===== src/rtl/mult_control_unit.sv =====
// Moore sequencer for a shift-add multiplier datapath with a start/busy/done handshake.
// Optional early termination on B==0 is enabled by defining MULT_EARLY_TERM_EN.
module mult_control_unit #(
    parameter int unsigned N = 4
) (
    input  logic clk,
    input  logic clr,
    input  logic start,
    input  logic zero,
    input  logic lsb_b,
    output logic en_a,
    output logic ld_shift_a,
    output logic en_b,
    output logic ld_shift_b,
    output logic en_p,
    output logic ld_add_p,
    output logic busy,
    output logic done
);

    localparam int unsigned CNT_W = $clog2(N + 1);

    typedef enum logic [2:0] {
        IDLE   = 3'd0,
        LOAD   = 3'd1,
        SETTLE = 3'd2,
        TEST   = 3'd3,
        ADD    = 3'd4,
        SHIFT  = 3'd5,
        DONE   = 3'd6
    } state_e;

    typedef struct packed {
        logic en_a;
        logic ld_shift_a;
        logic en_b;
        logic ld_shift_b;
        logic en_p;
        logic ld_add_p;
        logic busy;
        logic done;
    } ctrl_t;

    state_e           state_q, state_d;
    logic [CNT_W-1:0] cnt_q, cnt_d;
    ctrl_t            ctrl_q, ctrl_d;

`ifndef MULT_EARLY_TERM_EN
    logic unused_zero;
    assign unused_zero = zero;
`endif

    // Next state and counter; outputs are decoded from the next state and registered
    // so that they always reflect the state register with no input-to-output path.
    always_comb begin
        state_d = state_q;
        cnt_d   = cnt_q;
        ctrl_d  = '0;

        case (state_q)
            IDLE: begin
                if (start) begin
                    state_d = LOAD;
                end
            end
            LOAD: begin
                cnt_d   = '0;
                state_d = SETTLE;
            end
            SETTLE: state_d = TEST;
            TEST: begin
`ifdef MULT_EARLY_TERM_EN
                if (zero) begin
                    state_d = DONE;
                end else if (cnt_q == CNT_W'(N)) begin
                    state_d = DONE;
                end else if (lsb_b) begin
                    state_d = ADD;
                end else begin
                    state_d = SHIFT;
                end
`else
                if (cnt_q == CNT_W'(N)) begin
                    state_d = DONE;
                end else if (lsb_b) begin
                    state_d = ADD;
                end else begin
                    state_d = SHIFT;
                end
`endif
            end
            ADD:   state_d = SHIFT;
            SHIFT: begin
                cnt_d   = cnt_q + CNT_W'(1);
                state_d = SETTLE;
            end
            DONE:    state_d = IDLE;
            default: state_d = IDLE;
        endcase

        case (state_d)
            LOAD: begin
                ctrl_d.en_a = 1'b1;
                ctrl_d.en_b = 1'b1;
                ctrl_d.en_p = 1'b1;
                ctrl_d.busy = 1'b1;
            end
            SETTLE, TEST: ctrl_d.busy = 1'b1;
            ADD: begin
                ctrl_d.en_p     = 1'b1;
                ctrl_d.ld_add_p = 1'b1;
                ctrl_d.busy     = 1'b1;
            end
            SHIFT: begin
                ctrl_d.en_a       = 1'b1;
                ctrl_d.ld_shift_a = 1'b1;
                ctrl_d.en_b       = 1'b1;
                ctrl_d.ld_shift_b = 1'b1;
                ctrl_d.busy       = 1'b1;
            end
            DONE: begin
                ctrl_d.busy = 1'b1;
                ctrl_d.done = 1'b1;
            end
            default: ctrl_d = '0;
        endcase
    end

    always_ff @(posedge clk) begin
        if (clr) begin
            state_q <= IDLE;
            cnt_q   <= '0;
            ctrl_q  <= '0;
        end else begin
            state_q <= state_d;
            cnt_q   <= cnt_d;
            ctrl_q  <= ctrl_d;
        end
    end

    assign en_a       = ctrl_q.en_a;
    assign ld_shift_a = ctrl_q.ld_shift_a;
    assign en_b       = ctrl_q.en_b;
    assign ld_shift_b = ctrl_q.ld_shift_b;
    assign en_p       = ctrl_q.en_p;
    assign ld_add_p   = ctrl_q.ld_add_p;
    assign busy       = ctrl_q.busy;
    assign done       = ctrl_q.done;

endmodule


===== config.mk =====
export PLATFORM = sky130hd
export DESIGN_NAME = mult_control_unit
export DESIGN_NICKNAME = d
export VERILOG_FILES = /design/src/rtl/mult_control_unit.sv
export SDC_FILE = /design/constraint.sdc
export NUM_CORES = 1
export LEC_CHECK = 0
export CORE_UTILIZATION = 34
export DETAILED_ROUTE_END_ITERATION = 16
export PLACE_DENSITY_LB_ADDON = 0.15
export SYNTH_ARGS = -nofsm -noshare
export SYNTH_HDL_FRONTEND = slang
export SYNTH_SLANG_ARGS = --single-unit

===== constraint.sdc =====
create_clock -name clk -period 3.6 [get_ports clk]
set_input_delay 0.54 -clock clk [delete_from_list [all_inputs] [get_ports clk]]
set_output_delay 0.54 -clock clk [all_outputs]
set_load 0.02 [all_outputs]

== After elaboration in Yosys (flattened, before gate mapping) ==
Index checks and enable logic that the tools add are counted.

* Input port bits: 5
* Register bits after elaboration: 12
* Logic and storage cells: 38

* Reduce and logical (&&, ||, !) cells: 6
* Add/subtract/negate cells: 1
* Eq/ne operators: 12
* Multiplexer cells: 11

{| class="wikitable"
|+ Operator list
! kind !! number
|-
| $eq A3 B3 Y1 const B || 6
|-
| $pmux W3 S5 || 1
|-
| $eq A3 B2 Y1 const B || 4
|-
| $mux W1 || 7
|-
| $eq A3 B1 Y1 const B || 2
|-
| $pmux W3 S2 || 1
|-
| $reduce_or A2 Y1 || 3
|-
| $reduce_or A6 Y1 || 1
|-
| $add A3 B1 Y3 const B || 1
|-
| $logic_not A3 Y1 || 1
|-
| $mux W3 || 1
|-
| $mux W2 || 1
|-
| $reduce_bool A2 Y1 || 1
|}

== Logic depth before layout (Yosys ltp) ==
* Word-level depth: 6
* Depth in mapped cells: 6
* Gate-level depth less buffers: 6

== Worst setup path before layout ==
Ideal clock, no wire load.

* Path kind: input to register
* From: input port start
* To: register ctrl_q, in the netlist en_p
* Arrival: 1.266 ns
* Required time: 3.470 ns
* Stages on the path: 4
* Library setup time: 0.130 ns
* Setup slack: 2.204 ns
* Buffers on the path: 0
* Path through: or3_4 -> a22oi_4 -> xnor2_1 -> nor3_2

* Cells in the longest elaborated chain, start to end: 5
* Elaborated cells on any way between the ends: 6
* Classes of those cells: eq/ne: 2; mux: 3; reduce/logical: 1

{| class="wikitable"
|+ RTL lines
! element !! RTL line !! text
|-
| from (decl) || 8 || <nowiki>input logic start,</nowiki>
|-
| $mux W3 (*) || 62 || <nowiki>if (start) begin</nowiki>
|-
| $pmux W3 S5 (*) || 60 || <nowiki>case (state_q)</nowiki>
|-
| $eq A3 B1 Y1 or $eq A3 B3 Y1 (tied branches) || 101 || <nowiki>case (state_d)</nowiki>
|-
| $reduce_or A2 Y1 (no source line) (*) || n/a ||
|-
| $mux W1 (*) || 101 ||
|-
| to (signal assigned) || 137 || <nowiki>ctrl_q <= ctrl_d;</nowiki>
|-
| to (decl) || 46 || <nowiki>ctrl_t ctrl_q, ctrl_d;</nowiki>
|}

Every way passes the cells marked *; elsewhere a longest branch is shown, timed or not.
A chain may end at the register's enable or synchronous reset.

== Worst setup path in the final report ==
* From: register ctrl_q, in the netlist en_b
* To: output port en_b

{| class="wikitable"
|+ RTL lines
! element !! RTL line !! text
|-
| to (decl) || 13 || <nowiki>output logic en_b,</nowiki>
|}

No word-level cell between the ends.

==> summary.md <==
| Metric | Value |
|---|---|
| Post-CTS Resized | `0` |
| Fin cells | `82` |
| Die H | `41.55 um` |
| Clock Root Buffer | `clkbuf_4` |
| # H-tree levels | `1` |
| CP bufs+invs | `1` |
| Crit path launch type | `register` |
| Distinct cells, synth | `26` |
| Post-DP HPWL | `~700 um` |
| Final setup vio count | `0` |
| Cts bufs inserted | `3` |
| Overall Global Routing Usage | `0.1204` |
| Crit. End Element | `output port` |
| Antenna diodes | `0` |
| Critical-path cell list | `clkdlybuf4s50_1` |
| Max transition margin | `0.7355` |
| Final hold violation count | `0` |
| Clock transition at path regs | `0.07 ns` |
| Pwr dens | `458.7 nW/um2` |
| Largest stage delay, worst path | `between 0.6 and 0.7 ns` |
| Max clock buf depth | `2` |
| RSZ-0062 raised after global routing | `no` |
| Width of the die | `between 40 and 50 um` |
| Worst vdd ir | `roughly 260 uV` |
| CP Class | `register to output port` |
| Reg2Reg Depth | `4` |
| Fin crit share | `0.4878` |
| First-pass GRT wire length | `about 1600 um` |
| Leading post-synthesis cells by cell area | `dfxtp_1 45%, a21oi_1 7.5%, nor2_1 4.9%, ha_1 4.7%, a22oi_4 4.0%` |
| MaxCap Viol Count | `0` |
| Num rows | `13` |
| Leading cell type in the layout, fill and taps excluded | `dfxtp_1` |
| Synth top area share | `0.4518` |
| Max Clock Freq | `about 570 MHz` |
| Routed wire per std cell | `11.27 um` |
| Filler cells | `between 100 and 150` |
| Area Overhead vs Synth | `24.71%` |
| Hold_ws | `0.4835 ns` |
| CTS tree | `done` |
| Worst Max-Slew Pin Slew | `roughly 0.4 ns` |
| WP depth | `1` |
| Layout Nets | `between 70 and 80` |
| PortBufs | `11` |
| Via count | `between 400 and 500` |
| Setup TNS | `0 ns` |
| Post-layout min period | `roughly 1.8 ns` |
| Max FO, Critical Path | `2` |
| Vias per Instance | `roughly 5` |
| Number of antenna violations at the first check in global routing | `0` |
| Die Area | `about 1700 um2` |
| Most frequent cells in the layout | `12 x dfxtp_1, 11 x clkdlybuf4s50_1, 8 x a21oi_1, 7 x nor2_1, 3 x clkbuf_4` |
| Min-Delay Path Class | `register to register` |
| Syn Inst Count | `57` |
| Status | `finished, final reports clean` |
| Worst skew pair latency | `0.26 ns` |
| Pre-antenna DRT Iters | `4` |
| DRT antenna net count | `0` |
| Critical Path RT | `slightly above 3 ns` |
| Vias in the first global route | `between 300 and 400` |
| Worst hold stages | `2` |
| Warning count from the yosys run | `0` |
| Fin. max-slew vios | `0` |
| Pin count of the biggest net entering global routing | `13` |
| WL final | `924 um` |
| Sequential-to-total area share from yosys stat | `0.4518` |
| Placed insts | `just under 80` |
| Initial core utilization | `0.3846` |
| Flops & latches, synth | `12` |
| Share of cells above drive strength 1 | `0.1045` |
| WP data arrival | `between 1 and 1.5 ns` |
| Cell area after synthesis | `about 530 um2` |
| Worst clock skew | `roughly 0.0021 ns` |
| Largest delay share family, worst path | `buffers and inverters` |
| DRC errors left | `0` |
| Post CTS Setup Buffer Count | `0` |
| First DRT Iteration DRCs | `6` |
| Leading area contributor after synthesis | `dfxtp_1` |
| Syn nets | `64` |
| Clock sink count | `12` |
| Hold_buf cts | `0` |
| Tot Pwr | `~0.0003 W` |
| Syn Area/Cell | `slightly above 9 um2` |
| GR Overflow Total | `0` |
| Core Area | `between 1000 and 1500 um2` |
| Final Wtd Congestion | `slightly above 0.7` |
| Io pins | `13` |
| Static Leak | `approximately 0.28 nW` |
| Crit-path slowest cell | `clkdlybuf4s50_1` |
==> per-stage QoR <==
stage | setup slack (ns) | cell area (um2) | util
CTS | 1.838 | 663.1 | 0.4796
global route | 1.800 | 663.1 | 0.4796
global placement | 1.707 | 626.9 | 0.4534
finish | 1.844 | 663.1 | 0.4796
detailed placement | 1.722 | 626.9 | 0.4534
floorplan | 2.204 | 531.8 | -
==> cell type report <==
cell class / count / area, um2 / area share
Clock buffer: 4 / 36.28 / 0.05472
Inverter: 2 / 7.507 / 0.01132
Multi-Input combinational cell: 38 / 250.2 / 0.3774
Sequential cell: 12 / 240.2 / 0.3623
Tap cell: 15 / 18.77 / 0.02830
Timing Repair Buffer: 11 / 110.1 / 0.1660
==> where the power goes <==
group,internal [W],switching [W]
sequential,0.000140,0.00000654
combinational,0.0000259,0.0000271
clock,0.0000613,0.0000436
total,0.000227,0.0000772
==> metal layers <==
| layer | up-vias | global-route usage | share of wire |
|---|---|---|---|
| met3 | 2 | 0.03043 | 0.045 |
| li1 | 213 | - | - |
| met5 | - | 0 | 0 |
| met4 | 0 | 0.05806 | 0.0065 |
| met2 | 11 | 0.1844 | 0.48 |
| met1 | 183 | 0.1568 | 0.47 |
==> cell usage after synthesis <==
library cell and number:
nand2b_1 1, xnor2_1 1, and2b_1 1, nor3_1 2, nand4b_1 1, and3b_1 1
inv_1 2, nor3_2 1, dfxtp_1 12, a22oi_4 1, o21ai_0 1, a221oi_1 1
a21oi_1 8, buf_6 1, or3_4 1, and2_1 1, a21o_1 1, and3_1 1
a22oi_1 1, nor2_1 7, buf_4 2, nand2_1 2, nand3_1 1, ha_1 2
clkbuf_1 2, nor2b_1 2
==> state kept, by name (all words and copies together), names as in the netlist <==
register,count
en_b,1
cnt_q,3
ld_add_p,1
busy,1
ld_shift_b,1
state_q,3
done,1
en_p,1
==> kinds of logic (layout without fill, tap and decap cells) <==
logic type      count (synthesis)  after routing  synth area share
buf+inv                         7             17           0.07765
compound gates                 13             13            0.1694
xor+xnor                        1              1           0.01647
simple gates                   22             22            0.2377
fa+ha+maj                       2              2           0.04705
flops                          12             12            0.4518
==> worst paths after layout <==
path	start	endpoint	slack, ns
min	cnt_q[1]$_SDFFE_PP0P_	cnt_q[1]$_SDFFE_PP0P_	0.48
max reg2reg	state_q[2]$_SDFF_PP0_	en_p$_SDFF_PP0_	2.17
max	en_b$_SDFF_PP0_	en_b	1.84
min reg2reg	cnt_q[1]$_SDFFE_PP0P_	cnt_q[1]$_SDFFE_PP0P_	0.48
(Power assumes the default switching activity.)
